`src/rtl/prv32_timer_defs_pkg.sv`:
```
// Shared machine-timer definitions: data width, mtimecmp reset value and compare FSM encodings.
// Used by the mtime counter, the mtimecmp compare stage and the bus decode.
package prv32_timer_defs_pkg;

  localparam int unsigned TMR_W = 32;
  localparam logic [63:0] CMP_RST_VAL = 64'hFFFF_FFFF_FFFF_FFFF;

  typedef enum logic [1:0] {
    ST_ARMED = 2'd0,
    ST_FIRED = 2'd1,
    ST_FLUSH = 2'd2
  } tmr_state_e;

  typedef struct packed {
    logic [TMR_W-1:0] hi;
    logic [TMR_W-1:0] lo;
  } tmr64_t;

endpackage

```
`src/rtl/mtime_cmp_stage.sv`:
```
// Two-stage split 64-bit comparator: registered per-half flags, then a combinational
// merge giving mtime >= mtimecmp one cycle after the operands are presented.
module mtime_cmp_stage
  import prv32_timer_defs_pkg::*;
(
  input  logic             clk,
  input  logic             rst,
  input  logic [TMR_W-1:0] mtimeh,
  input  logic [TMR_W-1:0] mtimel,
  input  logic [TMR_W-1:0] cmph,
  input  logic [TMR_W-1:0] cmpl,
  output logic             ge_c
);

  logic hi_gt;
  logic hi_eq;
  logic lo_ge;

  // Stage 1: snapshot both halves' relations in the same cycle.
  always_ff @(posedge clk or posedge rst) begin
    if (rst) begin
      hi_gt <= 1'b0;
      hi_eq <= 1'b0;
      lo_ge <= 1'b0;
    end else begin
      hi_gt <= (mtimeh > cmph);
      hi_eq <= (mtimeh == cmph);
      lo_ge <= (mtimel >= cmpl);
    end
  end

  assign ge_c = hi_gt | (hi_eq & lo_ge);

endmodule

```
`src/rtl/mtimecmp_irq.sv`:
```
// mtimecmp register pair plus ARMED/FIRED/FLUSH interrupt FSM driving mtip.
// Build option MTIMECMP_STICKY_EN: FIRED is left only by a mtimecmp write or reset.
module mtimecmp_irq
  import prv32_timer_defs_pkg::*;
#(
  parameter int unsigned FLUSH_CYC = 2,
  parameter logic [63:0] CMP_RST   = CMP_RST_VAL
) (
  input  logic             clk,
  input  logic             rst,
  input  logic             wrh_n,
  input  logic             wrl_n,
  input  logic [TMR_W-1:0] mtimecmp_o,
  input  logic [TMR_W-1:0] mtimerh_i,
  input  logic [TMR_W-1:0] mtimerl_i,
  output logic [TMR_W-1:0] mtimecmph_i,
  output logic [TMR_W-1:0] mtimecmpl_i,
  output logic             mtip
);

  localparam int unsigned FLUSH_W = (FLUSH_CYC > 1) ? $clog2(FLUSH_CYC) : 1;
  localparam logic [FLUSH_W-1:0] FLUSH_LAST = FLUSH_W'(FLUSH_CYC - 1);

  tmr64_t             cmp_q;
  tmr_state_e         state_q, state_d;
  logic [FLUSH_W-1:0] cnt_q, cnt_d;
  logic               mtip_d;
  logic               wr_any_c;
  logic               ge_c;

  assign wr_any_c = ~wrh_n | ~wrl_n;

  always_ff @(posedge clk or posedge rst) begin
    if (rst) begin
      cmp_q <= tmr64_t'(CMP_RST);
    end else begin
      if (!wrh_n) cmp_q.hi <= mtimecmp_o;
      if (!wrl_n) cmp_q.lo <= mtimecmp_o;
    end
  end

  assign mtimecmph_i = cmp_q.hi;
  assign mtimecmpl_i = cmp_q.lo;

  mtime_cmp_stage u_cmp (
    .clk    (clk),
    .rst    (rst),
    .mtimeh (mtimerh_i),
    .mtimel (mtimerl_i),
    .cmph   (cmp_q.hi),
    .cmpl   (cmp_q.lo),
    .ge_c   (ge_c)
  );

  always_ff @(posedge clk or posedge rst) begin
    if (rst) begin
      state_q <= ST_ARMED;
      cnt_q   <= '0;
      mtip    <= 1'b0;
    end else begin
      state_q <= state_d;
      cnt_q   <= cnt_d;
      mtip    <= mtip_d;
    end
  end

  // A write always wins: the compare pipeline still holds the old mtimecmp.
  always_comb begin
    state_d = state_q;
    cnt_d   = cnt_q;
    if (wr_any_c) begin
      state_d = ST_FLUSH;
      cnt_d   = '0;
    end else begin
      case (state_q)
        ST_ARMED: if (ge_c) state_d = ST_FIRED;
        ST_FIRED: begin
`ifdef MTIMECMP_STICKY_EN
          state_d = ST_FIRED;
`else
          if (!ge_c) state_d = ST_ARMED;
`endif
        end
        ST_FLUSH: begin
          if (cnt_q == FLUSH_LAST) begin
            state_d = ST_ARMED;
            cnt_d   = '0;
          end else begin
            cnt_d = cnt_q + FLUSH_W'(1);
          end
        end
        default: state_d = ST_ARMED;
      endcase
    end
    mtip_d = (state_d == ST_FIRED);
  end

endmodule
```
`config.mk`:
```
export PLATFORM = sky130hd
export DESIGN_NAME = mtimecmp_irq
export DESIGN_NICKNAME = d
export VERILOG_FILES = /design/src/rtl/prv32_timer_defs_pkg.sv /design/src/rtl/mtime_cmp_stage.sv /design/src/rtl/mtimecmp_irq.sv
export SDC_FILE = /design/constraint.sdc
export NUM_CORES = 1
export LEC_CHECK = 0
export BUFFER_PORTS_ARGS = -buffer_cell sky130_fd_sc_hd__buf_2
export CORE_MARGIN = 2
export CORE_UTILIZATION = 45
export DETAILED_ROUTE_END_ITERATION = 7
export PLACE_DENSITY = 0.75
export SETUP_SLACK_MARGIN = 0.4
export SYNTH_ARGS = -nofsm -noshare
export SYNTH_HDL_FRONTEND = slang
export SYNTH_SLANG_ARGS = --single-unit
```
`constraint.sdc`:
```
create_clock -name clk -period 2.1 [get_ports clk]
set_input_delay 0.42 -clock clk [delete_from_list [all_inputs] [get_ports clk]]
set_output_delay 0.42 -clock clk [all_outputs]
set_load 0.02 [all_outputs]
```
==> summary.txt <==
Cells and area
  • Reg area: 0.00186 mm2
  • Most frequent cells in the layout: buf_2, mux2_2, dfstp_2
  • Commonest non-fill, non-tap cell in the layout: buf_2
  • Footprint of the multi-input gates: 0.00244 mm2
  • Final-stage net count: 722
  • Syn-to-layout area delta: 36.9%
  • Antenna cells: 0
  • Share of cells above drive strength 1: 65.4%
  • Design Area, Final: 0.00585 mm2
  • Filler cell count: 762

Timing
  • Post-layout min period: 1960 ps
  • Worst slew margin: 70.9%
  • Max Clock Freq: 510 MHz
  • RSZ-0062 raised after global routing: true
  • Final worst-path cycle share: 93.4%
  • TNS Setup: 0 ps
  • Fin. Hold Viols: 0
  • Worst-margin pin slew: 436 ps
  • Final setup vio count: 0
  • Max-slew violations: 0
  • Fin Clk Skew: 11.5 ps

Drt
  • Via count: 3506
  • WL per Instance: 16.5 um
  • Routed Antenna Nets: 0
  • DRC: 0
  • First-pass DRT Iterations: 4
  • Final wirelength: 11.4 mm
  • Vias/cell: 5.08
  • Number of DRC markers in iteration 0: 74

Logic synthesis
  • Unique masters post-synth: 34
  • Post-synthesis sequential area ratio: 43.4%
  • Cell count after synthesis: 377
  • Synth warn: 0
  • Avg Cell Area, Syn: 11.3 um2
  • Net count after synthesis: 541
  • #FFs+latches synth: 71
  • Netlist Area Pre-Place: 0.00427 mm2

GRT
  • First-pass GRT wire length: 17.9 mm
  • M3 GR Usage: 4.62%
  • M2 GR Usage: 37.8%
  • Gr usage total: 22.7%
  • Layer carrying the most global-route usage: met2
  • Vias in the first global route: 3802
  • Gr ovfl total: 0
  • Met1 GRT Util: 26.6%
  • Initial antenna violation count: 0
  • Largest net degree at the start of global routing: 43

Clock tree
  • Total CTS buffers: 9
  • Clock root buffer: clkbuf_8
  • CTS H-tree lvls: 3
  • Maximum root-to-sink buffer count: 2
  • Clk sinks: 71
  • Worst-Skew Late Latency: 340 ps
  • # hold bufs at CTS: 0
  • CTS tree: yes
  • Worst-path clk slew: 80 ps

Critical path
  • Critical Path AT: 2170 ps
  • Depth of the worst register-to-register path: 7
  • R2R Path End: u_cmp.lo_ge$_DFF_PP0_
  • Critical Path End Type: flip-flop
  • WP data required: 2310 ps
  • Crit Path Max Fanout: 3
  • CP startpoint kind: flip-flop
  • Critical R2R Launch: mtimecmpl_i[17]$_DFFE_PP1N_
  • WS Path Type: flip-flop to flip-flop
  • R2R setup slack: 140 ps

Placement
  • GP Congestion: 0.873
  • Placed cell area: 0.00535 mm2
  • Dpl hpwl: 8.65 mm
  • PortBufs: 164

Flow run
  • Max-cap violation count: 0

Floorplanning
  • Core area: 0.00924 mm2
  • Starting density of the core: 46.3%
  • Die H: 101 um
  • Die area: 0.0103 mm2
  • Io pins: 165
  • Num rows: 35
  • Die W: 101 um

Hold path
  • Hold crit path type: primary input to async pin

Outcome
  • Outcome: completed

Power
  • PwrDens: 664 mW/mm2
  • Max VDD drop: 400 uV
  • Lkg Pwr: 2.88 nW
[critical path: stages, from the launching register on]
cell	delay (ps)
dfstp_2	540
inv_2	40
ha_4	210
a21oi_2	130
o21ai_1	80
a221o_1	350
a2111oi_2	350
o21ai_1	130
[per-stage QoR]
step | setup slack [ps] | instances | hold slack [ps] | power [mW] | utilization [%]
6_report | 139 | 690 | 137 | 3.88 | 63.3
5_1_grt | 75.0 | 690 | 157 | 4.12 | 63.3
4_1_cts | 155 | 686 | 139 | 3.87 | 62.1
3_5_place_dp | -376 | 666 | 461 | 2.79 | 57.9
3_3_place_gp | -133 | 666 | 445 | 2.74 | 57.9
2_1_floorplan | 180 | 377 | 436 | 2.38 | -
[how the worst max path moves through the flow]
stage / startpoint / to / slack [ps] / cells after the start
after global routing: mtimecmpl_i[22]$_DFFE_PP1N_ / u_cmp.lo_ge$_DFF_PP0_ / 80 / 6
after global placement: mtimecmpl_i[2]$_DFFE_PP1N_ / u_cmp.lo_ge$_DFF_PP0_ / -130 / 7
after CTS: mtimecmpl_i[22]$_DFFE_PP1N_ / u_cmp.lo_ge$_DFF_PP0_ / 160 / 6
after floorplan: mtimecmpl_i[20]$_DFFE_PP1N_ / u_cmp.lo_ge$_DFF_PP0_ / 180 / 6
after detailed placement: mtimecmpl_i[2]$_DFFE_PP1N_ / u_cmp.lo_ge$_DFF_PP0_ / -380 / 7
final: mtimecmpl_i[17]$_DFFE_PP1N_ / u_cmp.lo_ge$_DFF_PP0_ / 140 / 7
[sequential cells by signal, summed over array words and instances, names as in the netlist]
signal / count
u_cmp.hi_gt: 1
u_cmp.lo_ge: 1
mtip: 1
state_q: 2
u_cmp.hi_eq: 1
cnt_q: 1
mtimecmph_i: 32
mtimecmpl_i: 32
[layout make-up]
| cell class | count | area share (%) |
|---|---|---|
| sequential | 71 | 31.7 |
| tap | 129 | 2.76 |
| inverter | 67 | 4.36 |
| clock inverter | 3 | 0.342 |
| clock buffer | 11 | 2.59 |
| timing repair buffer | 178 | 16.5 |
| multi-input combinational | 231 | 41.7 |
[what timing repair did]
item	in CTS	in global routing
pin swaps	5	11
gates resized for setup	20	17
setup buffers	6	4
setup endpoints to repair	3	3
endpoints found under the hold margin	0	0
[kinds of logic after synthesis]
| kind of cell | synth area share, % |
|---|---|
| adders and majority gates | 18.7 |
| DFF | 43.4 |
| AOI/OAI and AO/OA | 7.61 |
| muxes | 16.9 |
| and+or+nand+nor | 6.59 |
| buffers and inverters | 6.76 |
[report_power, final]
part / switching (mW) / internal (mW) / leakage [nW]
clock: 0.508 / 0.479 / 0.0833
sequential: 0.0978 / 1.60 / 0.761
combinational: 0.652 / 0.550 / 2.04
total: 1.26 / 2.63 / 2.88
[cells in the mapped netlist, drive strengths merged]
cell     number  area share, %
ha           64             19
buf           6           0.70
and4          4           0.82
nor2          2           0.18
a41o          1           0.23
clkbuf        2           0.18
nand2        14            1.2
inv          67            5.9
mux2         64             17
dfrtp         7            4.1
or3           1           0.15
nand4         9            1.5
a221oi        1           0.20
nor3          5           0.70
a221o         1           0.23
nor2b         2           0.29
or4           1           0.18
a21oi        27            3.3
o211a         1           0.23
o21ai         9            1.1
nand3        11            1.3
dfstp        64             39
nand2b        2           0.29
a2111oi       2           0.56
a21o          6            1.1
a31oi         1           0.15
o211ai        1           0.18
o32ai         1           0.20
a211oi        1           0.18
[per-layer routing]
metal / vias to the layer above / share of wire (%) / wire [um]
li1: 1677 / - / -
met1: 1667 / 41 / 4700
met2: 112 / 50 / 5650
met3: 50 / 4.1 / 464
met4: 0 / 5.3 / 600
met5: - / 0 / 0
No activity file was read; power rests on OpenSTA's default activity.
